## src/rtl/biss_pkg.sv

```systemverilog
// Shared BiSS definitions: frame FSM states, health codes and default CRC settings.
package biss_pkg;

  typedef enum logic [2:0] {
    ST_IDLE,
    ST_ACK,
    ST_START,
    ST_CDS,
    ST_DATA,
    ST_STAT,
    ST_CRC,
    ST_CHECK
  } state_e;

  localparam logic [1:0] HEALTH_OK      = 2'd0;
  localparam logic [1:0] HEALTH_CRC     = 2'd1;
  localparam logic [1:0] HEALTH_TIMEOUT = 2'd2;
  localparam logic [1:0] HEALTH_NOFRAME = 2'd3;

  localparam int         DEF_CRC_W    = 6;
  localparam logic [5:0] DEF_CRC_POLY = 6'h03;

endpackage

```

## src/rtl/biss_crc_lfsr.sv

```systemverilog
// Serial CRC LFSR, MSB-first, zero init; clear has priority over shift.
module biss_crc_lfsr
  import biss_pkg::*;
#(
  parameter int               CRC_W    = DEF_CRC_W,
  parameter logic [CRC_W-1:0] CRC_POLY = CRC_W'(DEF_CRC_POLY)
) (
  input  logic             clk_i,
  input  logic             reset_i,
  input  logic             clear,
  input  logic             shift,
  input  logic             din,
  output logic [CRC_W-1:0] crc_o
);

  logic [CRC_W-1:0] crc_q, crc_d;
  logic             fb;

  always_comb begin
    fb    = din ^ crc_q[CRC_W-1];
    crc_d = crc_q;
    if (clear) begin
      crc_d = '0;
    end else if (shift) begin
      crc_d = {crc_q[CRC_W-2:0], 1'b0} ^ (fb ? CRC_POLY : '0);
    end
  end

  always_ff @(posedge clk_i) begin
    if (reset_i) crc_q <= '0;
    else         crc_q <= crc_d;
  end

  assign crc_o = crc_q;

endmodule

```

## src/rtl/biss_monitor.sv

```systemverilog
// Passive BiSS-C listener: decodes position, nE/nW and CRC from a sniffed MA/SLO pair.
// Results register one cycle after CHECK; a frame stalled with MA high is aborted.
module biss_monitor
  import biss_pkg::*;
#(
  parameter int               MAX_BITS       = 64,
  parameter int               POSN_W         = 32,
  parameter int               CRC_W          = DEF_CRC_W,
  parameter logic [CRC_W-1:0] CRC_POLY       = CRC_W'(DEF_CRC_POLY),
  parameter int               TIMEOUT_CYCLES = 125,
  parameter int               SYNC_STAGES    = 2
) (
  input  logic              clk_i,
  input  logic              reset_i,
  input  logic [7:0]        BITS,
  input  logic              ssi_sck_i,
  input  logic              ssi_dat_i,
  output logic [POSN_W-1:0] posn_o,
  output logic              posn_valid_o,
  output logic              error_o,
  output logic              warning_o,
  output logic              crc_err_o,
  output logic [1:0]        health_o
);

  localparam int         CNT_W      = $clog2(TIMEOUT_CYCLES + 1);
  localparam int         IDX_W      = $clog2(MAX_BITS);
  localparam logic [8:0] MAX_BITS_L = 9'(MAX_BITS);

  logic [SYNC_STAGES-1:0] sck_sync_q, dat_sync_q;
  logic                   sck_prev_q;
  logic [CNT_W-1:0]       idle_cnt_q, idle_cnt_d;
  state_e                 state_q, state_d;
  logic [7:0]             bits_q, bits_d, cnt_q, cnt_d;
  logic [MAX_BITS-1:0]    data_q, data_d;
  logic                   ne_q, ne_d, nw_q, nw_d;
  logic [CRC_W-1:0]       rx_crc_q, rx_crc_d;
  logic [POSN_W-1:0]      posn_q, posn_d, posn_ext;
  logic                   valid_q, valid_d, error_q, error_d, warning_q, warning_d;
  logic                   crc_err_q, crc_err_d;
  logic [1:0]             health_q, health_d;

  logic             sck_s, dat_s, sck_edge, timeout, bits_bad, crc_ok, sign_bit;
  logic [IDX_W-1:0] msb_idx;
  logic             lfsr_clear, lfsr_shift;
  logic [CRC_W-1:0] lfsr_crc;

  assign sck_s    = sck_sync_q[SYNC_STAGES-1];
  assign dat_s    = dat_sync_q[SYNC_STAGES-1];
  assign sck_edge = sck_s & ~sck_prev_q;
  assign timeout  = (idle_cnt_q == CNT_W'(TIMEOUT_CYCLES));
  assign bits_bad = (BITS == 8'd0) || ({1'b0, BITS} > MAX_BITS_L);
  assign crc_ok   = (~rx_crc_q == lfsr_crc);

  biss_crc_lfsr #(
    .CRC_W    (CRC_W),
    .CRC_POLY (CRC_POLY)
  ) u_crc (
    .clk_i   (clk_i),
    .reset_i (reset_i),
    .clear   (lfsr_clear),
    .shift   (lfsr_shift),
    .din     (dat_s),
    .crc_o   (lfsr_crc)
  );

  // Sign-extend from the latched MSB; for wide frames every index is below bits_q.
  always_comb begin
    msb_idx  = IDX_W'(bits_q - 8'd1);
    sign_bit = data_q[msb_idx];
    posn_ext = '0;
    for (int i = 0; i < POSN_W; i++) begin
      posn_ext[i] = (i < int'(bits_q)) ? data_q[i] : sign_bit;
    end
  end

  always_comb begin
    idle_cnt_d = !sck_s ? '0 : (timeout ? idle_cnt_q : idle_cnt_q + 1'b1);
    state_d    = state_q;
    bits_d     = bits_q;
    cnt_d      = cnt_q;
    data_d     = data_q;
    ne_d       = ne_q;
    nw_d       = nw_q;
    rx_crc_d   = rx_crc_q;
    posn_d     = posn_q;
    valid_d    = 1'b0;
    error_d    = error_q;
    warning_d  = warning_q;
    crc_err_d  = 1'b0;
    health_d   = health_q;
    lfsr_clear = 1'b0;
    lfsr_shift = 1'b0;
    if ((state_q != ST_IDLE) && timeout) begin
      state_d  = ST_IDLE;
      health_d = HEALTH_TIMEOUT;
    end else begin
      case (state_q)
        ST_IDLE: begin
          lfsr_clear = 1'b1;
          cnt_d      = '0;
          if (!sck_s) begin
            bits_d = BITS;
            data_d = '0;
            if (bits_bad) health_d = HEALTH_NOFRAME;
            else          state_d  = ST_ACK;
          end
        end
        ST_ACK:   if (sck_edge && !dat_s) state_d = ST_START;
        ST_START: if (sck_edge && dat_s)  state_d = ST_CDS;
        ST_CDS:   if (sck_edge)           state_d = ST_DATA;
        ST_DATA: if (sck_edge) begin
          data_d     = {data_q[MAX_BITS-2:0], dat_s};
          lfsr_shift = 1'b1;
          cnt_d      = cnt_q + 8'd1;
          if (cnt_q == bits_q - 8'd1) begin
            cnt_d   = '0;
            state_d = ST_STAT;
          end
        end
        ST_STAT: if (sck_edge) begin
          lfsr_shift = 1'b1;
          cnt_d      = cnt_q + 8'd1;
          if (cnt_q == 8'd0) begin
            ne_d = dat_s;
          end else begin
            nw_d    = dat_s;
            cnt_d   = '0;
            state_d = ST_CRC;
          end
        end
        ST_CRC: if (sck_edge) begin
          rx_crc_d = {rx_crc_q[CRC_W-2:0], dat_s};
          cnt_d    = cnt_q + 8'd1;
          if (cnt_q == 8'(CRC_W - 1)) begin
            cnt_d   = '0;
            state_d = ST_CHECK;
          end
        end
        ST_CHECK: begin
          state_d = ST_IDLE;
          if (crc_ok) begin
            posn_d    = posn_ext;
            valid_d   = 1'b1;
            error_d   = ~ne_q;
            warning_d = ~nw_q;
            health_d  = HEALTH_OK;
          end else begin
            crc_err_d = 1'b1;
            health_d  = HEALTH_CRC;
          end
        end
        default: state_d = ST_IDLE;
      endcase
    end
  end

  always_ff @(posedge clk_i) begin
    if (reset_i) begin
      sck_sync_q <= '1;
      dat_sync_q <= '1;
      sck_prev_q <= 1'b1;
      idle_cnt_q <= '0;
      state_q    <= ST_IDLE;
      bits_q     <= '0;
      cnt_q      <= '0;
      data_q     <= '0;
      ne_q       <= 1'b1;
      nw_q       <= 1'b1;
      rx_crc_q   <= '0;
      posn_q     <= '0;
      valid_q    <= 1'b0;
      error_q    <= 1'b0;
      warning_q  <= 1'b0;
      crc_err_q  <= 1'b0;
      health_q   <= HEALTH_NOFRAME;
    end else begin
      sck_sync_q <= {sck_sync_q[SYNC_STAGES-2:0], ssi_sck_i};
      dat_sync_q <= {dat_sync_q[SYNC_STAGES-2:0], ssi_dat_i};
      sck_prev_q <= sck_s;
      idle_cnt_q <= idle_cnt_d;
      state_q    <= state_d;
      bits_q     <= bits_d;
      cnt_q      <= cnt_d;
      data_q     <= data_d;
      ne_q       <= ne_d;
      nw_q       <= nw_d;
      rx_crc_q   <= rx_crc_d;
      posn_q     <= posn_d;
      valid_q    <= valid_d;
      error_q    <= error_d;
      warning_q  <= warning_d;
      crc_err_q  <= crc_err_d;
      health_q   <= health_d;
    end
  end

  assign posn_o       = posn_q;
  assign posn_valid_o = valid_q;
  assign error_o      = error_q;
  assign warning_o    = warning_q;
  assign crc_err_o    = crc_err_q;
  assign health_o     = health_q;

endmodule

```

## config.mk

```make
export PLATFORM = sky130hd
export DESIGN_NAME = biss_monitor
export DESIGN_NICKNAME = d
export VERILOG_FILES = /design/src/rtl/biss_pkg.sv /design/src/rtl/biss_crc_lfsr.sv /design/src/rtl/biss_monitor.sv
export SDC_FILE = /design/constraint.sdc
export NUM_CORES = 1
export LEC_CHECK = 0
export CORE_UTILIZATION = 40
export CTS_CLUSTER_SIZE = 30
export DETAILED_ROUTE_END_ITERATION = 6
export HOLD_SLACK_MARGIN = 0.03
export PLACE_DENSITY_LB_ADDON = 0.15
export SLEW_MARGIN = 25
export SYNTH_ARGS = -nofsm -noshare
export SYNTH_HDL_FRONTEND = slang
export SYNTH_HIERARCHICAL = 1
export SYNTH_SLANG_ARGS = --single-unit
```

## constraint.sdc

```tcl
create_clock -name clk_i -period 3.7 [get_ports clk_i]
set_input_delay 0.555 -clock clk_i [delete_from_list [all_inputs] [get_ports clk_i]]
set_output_delay 0.555 -clock clk_i [all_outputs]
set_load 0.005 [all_outputs]
```

; Yosys cells after proc, flatten, opt, wreduce, memory -nomap -nowiden
; Cells that the tools add are included.
[classes]
add_sub_neg = 3
order_cmp = 34
n_eq_ne = 25
n_mux = 69
bitwise_logic = 11
reduce_logical = 28
[op_table]
columns = cell, count
row1 = $lt A5 B8 Y1 const A, 16
row2 = $mux W64, 2
row3 = $pmux W64 S2, 1
row4 = $lt A4 B8 Y1 const A, 8
row5 = $mux W8, 6
row6 = $mux W1, 42
row7 = $mux W3, 11
row8 = $lt A3 B8 Y1 const A, 4
row9 = $pmux W8 S4, 1
row10 = $ne A2 B2 Y1 const B, 12
row11 = $pmux W3 S8, 1
row12 = $logic_not A8 Y1, 2
row13 = $lt A1 B8 Y1 const A, 2
row14 = $lt A2 B8 Y1 const A, 2
row15 = $reduce_and A3 Y1, 5
row16 = $eq A3 B3 Y1 const B, 4
row17 = $reduce_and A4 Y1, 3
row18 = $reduce_and A11 Y1, 1
row19 = $add A8 B1 Y8 const B, 1
row20 = $eq A8 B3 Y1 const B, 1
row21 = $eq A8 B8 Y1, 1
row22 = $gt A8 B7 Y1 const B, 1
row23 = $reduce_or A2 Y1, 4
row24 = $sub A8 B1 Y8 const B, 1
row25 = other kinds (24), 38
[totals]
reg_bits = 147
in_bits = 12
out_inout_bits = 38

; Longest topological paths before layout
; Gate-level depths: netlist of the first run.
[logic_depth]
word_depth = 6
mapped_depth = 12
depth_no_buf = 9

; By module
; The synthesis of the first run kept the hierarchy.
[modules_own_cells]
columns = mod, instances, cells_per_inst, area_per_inst_um2
row1 = biss_monitor, 1, 841, 6967.9
row2 = biss_crc_lfsr, 1, 25, 242.7

; Worst setup path after synthesis of the first run
; Ideal clock, no wire load.
[synth_timing]
path_type = reg2reg
from = reg bits_q[0]
to = reg posn_q[15] (netlist: posn_o[15])
setup_time_ns = 0.144
t_arrival_ns = 2.816
setup_slack_ns = 0.740
path_stages_with_launch = 12
path_buffers = 4
cell_sequence = dfxtp_1 buf_2 inv_1 ha_1 clkbuf_1 buf_2 mux4_2 mux4_1 mux2i_1 mux2_4 buf_6 a31oi_1
[synth_between]
elab_chain_cells = 4
[synth_rtl]
columns = element, line
row1 = "start, declared", biss_monitor.sv:34  ; logic [7:0] bits_q, bits_d, cnt_q, cnt_d;
row2 = "start signal, assigned", biss_monitor.sv:183  ; bits_q <= bits_d;
row3 = $sub A8 B1 Y8, --
row4 = $bmux W1 S6, biss_monitor.sv:70  ; sign_bit = data_q[msb_idx];
row5 = $mux W1 (not written as such), biss_monitor.sv:70
row6 = $mux W1 *, biss_monitor.sv:73  ; posn_ext[i] = (i < int'(bits_q)) ? data_q[i] : sign_bit;
row7 = "end signal, assigned", biss_monitor.sv:189  ; posn_q <= posn_d;
row8 = "end, declared", biss_monitor.sv:38  ; logic [POSN_W-1:0] posn_q, posn_d, posn_ext;
; Mark *: on every way between the ends. The rest lies on a longest branch, timed or not. The select of a mux whose other input is x is not followed.
; A chain may end at the register's enable or synchronous reset.

; Final worst setup path of the first run
[layout_timing]
from = reg bits_q[1]
to = reg posn_q[27] (netlist: posn_o[27])
; The elaborated chain is that of the path after synthesis.

==> results of run 1 <==
worst max-delay path: cells and delay by family, from the launching register on:
family	cells	cell delay (ns)
buffers and inverters	2	0.40
adder cells (fa/ha/maj)	1	0.62
flip-flops	1	0.45
AO/OA/AOI/OAI	1	0.14
multiplexers	4	1.39
metal layers:
layer,global-route usage (%),vias up
met2,35.1,184
met5,0,-
li1,-,3125
met1,29.6,3100
met3,4.96,15
met4,5.80,0
worst min path at each step:
stage	start	end	slack [ns]	depth (start not counted)
finish	sck_sync_q[0]	sck_sync_q[1]	0.42	1
floorplan	dat_sync_q[0]	dat_sync_q[1]	0.39	1
global route	sck_sync_q[0]	sck_sync_q[1]	0.44	1
global placement	sck_sync_q[0]	sck_sync_q[1]	0.40	1
CTS	sck_sync_q[0]	sck_sync_q[1]	0.42	1
detailed placement	sck_sync_q[0]	sck_sync_q[1]	0.40	1
placed cells by master (no fill, tap or decap), types with 4 or more instances in the layout:
cell type,instances
dfxtp_1,147
nand2_1,130
a21oi_1,102
nand3_1,82
clkdlybuf4s50_1,48
nor2_1,46
o21ai_0,27
o211ai_1,20
mux4_2,18
a31oi_1,17
clkbuf_16,17
buf_4,17
nor3_1,15
a211oi_1,15
mux2i_1,14
or3_1,13
inv_1,12
and3_1,11
xnor2_1,11
xor2_1,10
or2_2,9
o31ai_1,9
ha_1,9
nor2b_1,8
a21o_1,7
nor4_1,6
nand3b_1,5
clkinvlp_4,5
nand4_1,4
nor3b_1,4
area by class of cell:
cell class                 instances  area (um2)
clock buffer                      21         450
clock inverter                    11         104
fill                            1675        9090
inverter                          13        48.8
multi-input combinational        635        3930
sequential                       147        2940
tap                              225         282
timing repair buffer              66         628
registers in the layout, indices dropped and copies added (netlist names):
name,count
rx_crc_q,6
ne_q,1
crc_err_o,1
state_q,3
idle_cnt_q,7
sck_sync_q,2
error_o,1
sck_prev_q,1
nw_q,1
u_crc/crc_o,6
dat_sync_q,2
posn_valid_o,1
posn_o,32
bits_q,8
cnt_q,8
warning_o,1
health_o,2
data_q,64
power by group:
group	total, uW	switching [uW]	internal, uW
Sequential	1610	14.4	1590
Clock	1650	703	946
Combinational	213	137	75.4
per-stage QoR:
stage	cells	setup slack (ns)	power (uW)	hold WS (ns)	area, um2
floorplan	866	0.740	1780	0.389	7210
global placement	1086	0.711	1850	0.404	7830
detailed placement	1086	0.551	1850	0.398	7830
CTS	1118	0.528	3490	0.423	8390
global route	1118	0.390	3580	0.435	8390
finish	1118	0.544	3470	0.419	8390
cells by family (layout without fill, tap and decap cells):
logic type               Yosys count  count (layout)  share of synthesized area [%]
XOR/XNOR                          22              22                           2.78
AND/OR/NAND/NOR                  351             351                           23.2
adder cells (fa/ha/maj)            9               9                           1.56
multiplexers                      35              35                           8.50
flip-flops                       147             147                           40.8
buffers and inverters             84             111                           4.93
AO/OA/AOI/OAI                    218             218                           18.2
==> results.cfg, run 1 <==
[timing]
fin_crit_ns = 3.16
setup_viol = 0
rsz0062_at_grt = no
tightestPinTransition_ns = 0.807
fmax_ghz = 0.317
tns_ns = 0
fin_crit_sh_pct = 85.3
final_hold_viol_count = 0
finalMaxSlewViolations = 0
relSlewSlack_pct = 46.2
skew_ns = 0.0122

[status]
status = completed

[hold_path]
hold_class = reg2reg

[critical_path]
critPathCapture = posn_o[27]
crit_start = bits_q[1]
r2r_end = posn_o[27]
critPathKind = reg2reg
crit_path_max_incr_delay_ns = 0.62
r2r_slack_ns = 0.54
crit_fanout = 32
worstSetupStartpointType = register
reg2reg_from = bits_q[1]
worst_path_max_delay_cell = ha_1
crit_required_ns = 3.98
cp.arrival_ns = 3.44
ff2ff_path_depth = 8
worstPathCellList = inv_1 > ha_1 > buf_4 > mux4_2 > mux4_1 > mux2i_1 > mux2_4 > a211oi_1
crit_path_end_kind = register

[synthesis]
synthFlopType = dfxtp_1
synth.most_common_cell = dfxtp_1
async_reset_ff_share_pct = 0
synth_nets = 887
synth-seq-cells = 147
synth_common_cells = dfxtp_1 (147), nand2_1 (130), a21oi_1 (102)
seq_area_frac_synth_pct = 40.8
synth_area_leaders = dfxtp_1 (41%), a21oi_1 (7.1%), nand2_1 (6.8%), nand3_1 (5.7%), mux4_2 (5.6%)
netlist.top_cell.by_area = dfxtp_1
syn-instance-count = 866
netlist-cell-type-count = 59
avgSynthCellArea_um2 = 8.33
synth_area_um2 = 7210
synth_warnings = 6
netlist.area_leader.share_pct = 40.8
synth_edf_count = 0

[pwr]
p_leak_uw = 0.00282
power.density_nw_per_um2 = 413
vdd_drop_max_uv = 307

[cells_and_area]
final_core_util_pct = 48.0
areaGrowthSynthToFinish_pct = 16.3
num_antenna_cells = 0
fin_nets = 901
drive_gt1_share_pct = 9.63

[routing]
drt_iter0_markers = 546
wl_met1_mm = 9.32
viasPerCell = 5.75
top_layer = met4
route.detailed.drc = 0
postRouteAntennaNets = 0
num_vias = 6424
dr_wl_met2_mm = 8.97
routedWlPerCell_um = 17.5
firstDrtPassIters = 5
routed-wl-met3_mm = 1.06
drt_wl_total_mm = 19.6

[clock_network]
htreeDepth = 4
cts_buffers = 17
cts_tree = yes
post_cts_buffers = 0
cts_root_buf = clkbuf_16
clockBufferDepth = 2
clk_latency_ns = 0.43
cts_resized = 0
cts_sinks = 147
cts.clk_slew.worst_paths_ns = 0.06
cts_hold_buf = 0

[placement]
portBuffers = 49
gp_congestion = 0.821
dpl.hpwl_mm = 13.2

[grt]
grt_usage_pct = 21.9
grt-ovfl-total = 0
grt_pass1_vias = 6161
grt_pass1_wl_mm = 31.8
grt_max_degree = 68
antenna_found_initial = 0

[floorplan]
ios = 50
initial_core_util_pct = 41.3
dieArea_um2 = 18600
num_rows = 48
core_area_um2 = 17500
dieHeight_um = 136
die_w_um = 136

[flow_run]
maxCapViolations = 0
Power figures use the tool's default switching activity.
==> inputs of run 2 (changes only) <==
Settings changed: CORE_ASPECT_RATIO from default to 1.4.
==> results.cfg, run 2 (synthesis results as in run 1) <==
[clock_network]
post_cts_buffers = 0
cts_hold_buf = 0
cts_resized = 0
cts_buffers = 17
clk_latency_ns = 0.43
cts_root_buf = clkbuf_16
cts.clk_slew.worst_paths_ns = 0.06
clockBufferDepth = 2
htreeDepth = 4
cts_sinks = 147
cts_tree = yes

[timing]
finalMaxSlewViolations = 0
setup_viol = 0
rsz0062_at_grt = no
fmax_ghz = 0.322
skew_ns = 0.00958
tightestPinTransition_ns = 1.04
fin_crit_sh_pct = 83.9
final_hold_viol_count = 0
fin_crit_ns = 3.11
tns_ns = 0
relSlewSlack_pct = 30.4

[floorplan]
core_area_um2 = 17500
die_w_um = 115
dieArea_um2 = 18600
initial_core_util_pct = 41.3
dieHeight_um = 161
num_rows = 57
ios = 50

[routing]
num_vias = 6388
firstDrtPassIters = 4
drt_wl_total_mm = 20.1
drt_iter0_markers = 485
postRouteAntennaNets = 0
routedWlPerCell_um = 17.9
route.detailed.drc = 0
viasPerCell = 5.67

[critical_path]
path_buf_inv = 2
crit_family = multiplexers
worst_path_max_delay_cell = ha_1
worstSetupStartpointType = register
critPathKind = reg2reg
crit_path_end_kind = register
worstPathCellList = inv_1 > ha_1 > buf_4 > mux4_2 > mux4_1 > mux2i_1 > mux2_4 > a31oi_1
cp.arrival_ns = 3.38
crit_path_max_incr_delay_ns = 0.57
crit_required_ns = 3.97
crit_fanout = 32

[pwr]
p_leak_uw = 0.00284
vdd_drop_max_uv = 268
power.density_nw_per_um2 = 430

[grt]
grt_usage_pct = 22.8
grt_max_degree = 95
grt_pass1_vias = 6234
grt_pass1_wl_mm = 32.7
grt-ovfl-total = 0
antenna_found_initial = 0

[cells_and_area]
areaGrowthSynthToFinish_pct = 17.0
instances_no_fill = 1126
layout_commonest_cell = dfxtp_1
multiInputGateArea_um2 = 3940
regArea_um2 = 2940
drive_gt1_share_pct = 9.66
num-fill-cells = 1647
num_antenna_cells = 0
fin_nets = 898
largest_reg_flops = 64
top_register = data_q
most-common-layout-cells = dfxtp_1 (147), nand2_1 (130), a21oi_1 (102), nand3_1 (82), clkdlybuf4s50_1 (48)

[placement]
gp_congestion = 0.912
portBuffers = 49
place_inst = 1094
dpl.hpwl_mm = 13.6

[status]
status = completed

[flow_run]
maxCapViolations = 0

[hold_path]
hold_class = reg2reg
## run 2: cell types whose count changed in the layout (fill, tap and decap cells not counted)
cell	previous run	this run
clkinvlp_4	5	3
buf_12	1	0
clkinv_4	0	2
buf_4	17	15
inv_8	0	1
clkbuf_1	3	1
nor4_1	6	5
clkinv_2	2	1
nor4_2	0	1
bufinv_16	1	3
## run 2: layout make-up
type,count,share of cell area [%]
clock buffers,19,5.25
inverters,13,0.579
multi-input cells,635,46.7
flip-flops and latches,147,34.9
clock inverters,13,2.05
repair buffers,63,7.03
well taps,236,3.50
## run 2: per-stage QoR
stage               worst slack (ns)  cell area, um2  utilization [%]  power, uW  hold slack [ns]
floorplan                      0.740            7210                -       1780            0.389
finish                         0.594            8430             48.3       3620            0.417
CTS                            0.575            8430             48.3       3650            0.422
global route                   0.432            8430             48.3       3740            0.437
global placement               0.743            7810             44.7       1850            0.390
detailed placement             0.580            7820             44.7       1850            0.404
## run 2: where the power goes
| group | switching (uW) | internal, uW |
|---|---|---|
| clock network | 716 | 1090 |
| logic | 141 | 73.3 |
| registers | 11.3 | 1590 |
## run 2: worst paths after layout
kind	slack [ns]	to	from	depth (start not counted)
setup / recovery	0.59	posn_o[25]	bits_q[1]	8
setup reg to reg	0.59	posn_o[25]	bits_q[1]	8
hold reg to reg	0.42	dat_sync_q[1]	dat_sync_q[0]	1
hold / removal	0.42	dat_sync_q[1]	dat_sync_q[0]	1
## run 2: routing by layer
metal  share of wire [%]  vias to the layer above  track usage, %
met5                   0                        -               0
met4                 2.8                        0            9.92
met2                  51                      161            38.4
met1                  43                     3060            28.3
met3                 3.8                       41            3.85
li1                    -                     3126               -
==> inputs of run 3 (changes only) <==
Clock period 3.7 ns to 3.26 ns, I/O delays scaled along.
==> results.cfg, run 3 (synthesis results as in run 1) <==
[pwr]
power.density_nw_per_um2 = 476
p_leak_uw = 0.00287
vdd_drop_max_uv = 322

[cells_and_area]
top_register = data_q
layout_commonest_cell = dfxtp_1
final_area_um2 = 8470
areaGrowthSynthToFinish_pct = 17.5
drive_gt1_share_pct = 10.5
num_antenna_cells = 0
instances_no_fill = 1134
largest_reg_flops = 64
fin_nets = 906
most-common-layout-cells = dfxtp_1 (147), nand2_1 (130), a21oi_1 (102), nand3_1 (82), clkdlybuf4s50_1 (48)

[critical_path]
crit_required_ns = 3.54
critPathKind = reg2reg
crit_fanout = 32
worstSetupStartpointType = register
r2r_slack_ns = 0.37
cp.arrival_ns = 3.17
crit_path_end_kind = register

[hold_path]
hold_class = reg2reg

[routing]
route.detailed.drc = 0
routedWlPerCell_um = 18.1
viasPerCell = 5.67
firstDrtPassIters = 5
drt_wl_total_mm = 20.5
drt_iter0_markers = 515
postRouteAntennaNets = 0
num_vias = 6430

[timing]
skew_ns = 0.0103
final_hold_viol_count = 0
rsz0062_at_grt = no
fin_crit_ns = 2.89
relSlewSlack_pct = 48.5
fmax_ghz = 0.346
tightestPinTransition_ns = 0.767
fin_crit_sh_pct = 88.7
tns_ns = 0
finalMaxSlewViolations = 0
setup_viol = 0

[floorplan]
die_w_um = 115
ios = 50
dieArea_um2 = 18600
core_area_um2 = 17500
dieHeight_um = 161
num_rows = 57
initial_core_util_pct = 41.3

[placement]
gp_congestion = 0.876
dpl.hpwl_mm = 14.1
portBuffers = 49
place_area_um2 = 7880
place_inst = 1102

[clock_network]
cts_hold_buf = 0
cts_root_buf = clkbuf_16
cts_buffers = 17
cts_resized = 0
htreeDepth = 4
cts.clk_slew.worst_paths_ns = 0.06
cts_sinks = 147
clockBufferDepth = 2
clk_latency_ns = 0.43
cts_tree = yes
post_cts_buffers = 0

[grt]
grt_pass1_vias = 6290
grt_usage_pct = 23.2
antenna_found_initial = 0
grt_max_degree = 68
grt-ovfl-total = 0
grt_pass1_wl_mm = 33.1

[flow_run]
maxCapViolations = 0

[status]
status = completed
==> run 3: changes by cell type in the layout (fill, tap and decap cells not counted), sizes merged <==
cell	before	now
bufinv	3	2
clkinvlp	3	4
clkbuf	19	18
clkinv	4	5
buf	15	23
==> run 3: worst max-delay path, stage by stage, from the launching register on <==
cell,delay [ns]
dfxtp_1,0.37
buf_4,0.20
inv_1,0.08
ha_1,0.37
buf_4,0.18
mux4_2,0.31
mux4_1,0.52
mux2i_1,0.15
mux2_4,0.42
a31oi_1,0.15
==> run 3: layer usage <==
metal / share of wire, % / GRT usage, %
met5: 0 / 0
met4: 1.7 / 7.20
met3: 4.0 / 4.49
met2: 51 / 40.6
met1: 43 / 28.2
==> run 3: worst paths after layout <==
check,depth (start not counted),startpoint,endpoint
setup / recovery,9,bits_q[0],posn_o[4]
hold / removal,1,sck_sync_q[0],sck_sync_q[1]
setup reg to reg,9,bits_q[0],posn_o[4]
hold reg to reg,1,sck_sync_q[0],sck_sync_q[1]
==> run 3: layout make-up <==
cell class                 instances  area [um2]
fill                            1715        9000
multi-input combinational        635        3930
sequential                       147        2940
timing repair buffer              71         666
clock buffer                      18         439
tap                              236         295
clock inverter                    14         151
inverter                          13        48.8
==> run 3: stage by stage <==
step / total power, uW / worst slack [ns] / utilization, % / hold WS (ns)
floorplan: 2020 / 0.300 / - / 0.389
global placement: 2100 / 0.491 / 45.1 / 0.391
detailed placement: 2100 / 0.398 / 45.1 / 0.393
CTS: 4070 / 0.362 / 48.5 / 0.410
global route: 4170 / 0.220 / 48.5 / 0.423
finish: 4040 / 0.368 / 48.5 / 0.408
==> run 3: power breakdown <==
| group | internal (uW) | total, uW | switching, uW |
|---|---|---|---|
| logic | 87.8 | 250 | 162 |
| registers | 1810 | 1820 | 10.9 |
| clock network | 1150 | 1970 | 815 |
| total | 3050 | 4040 | 988 |
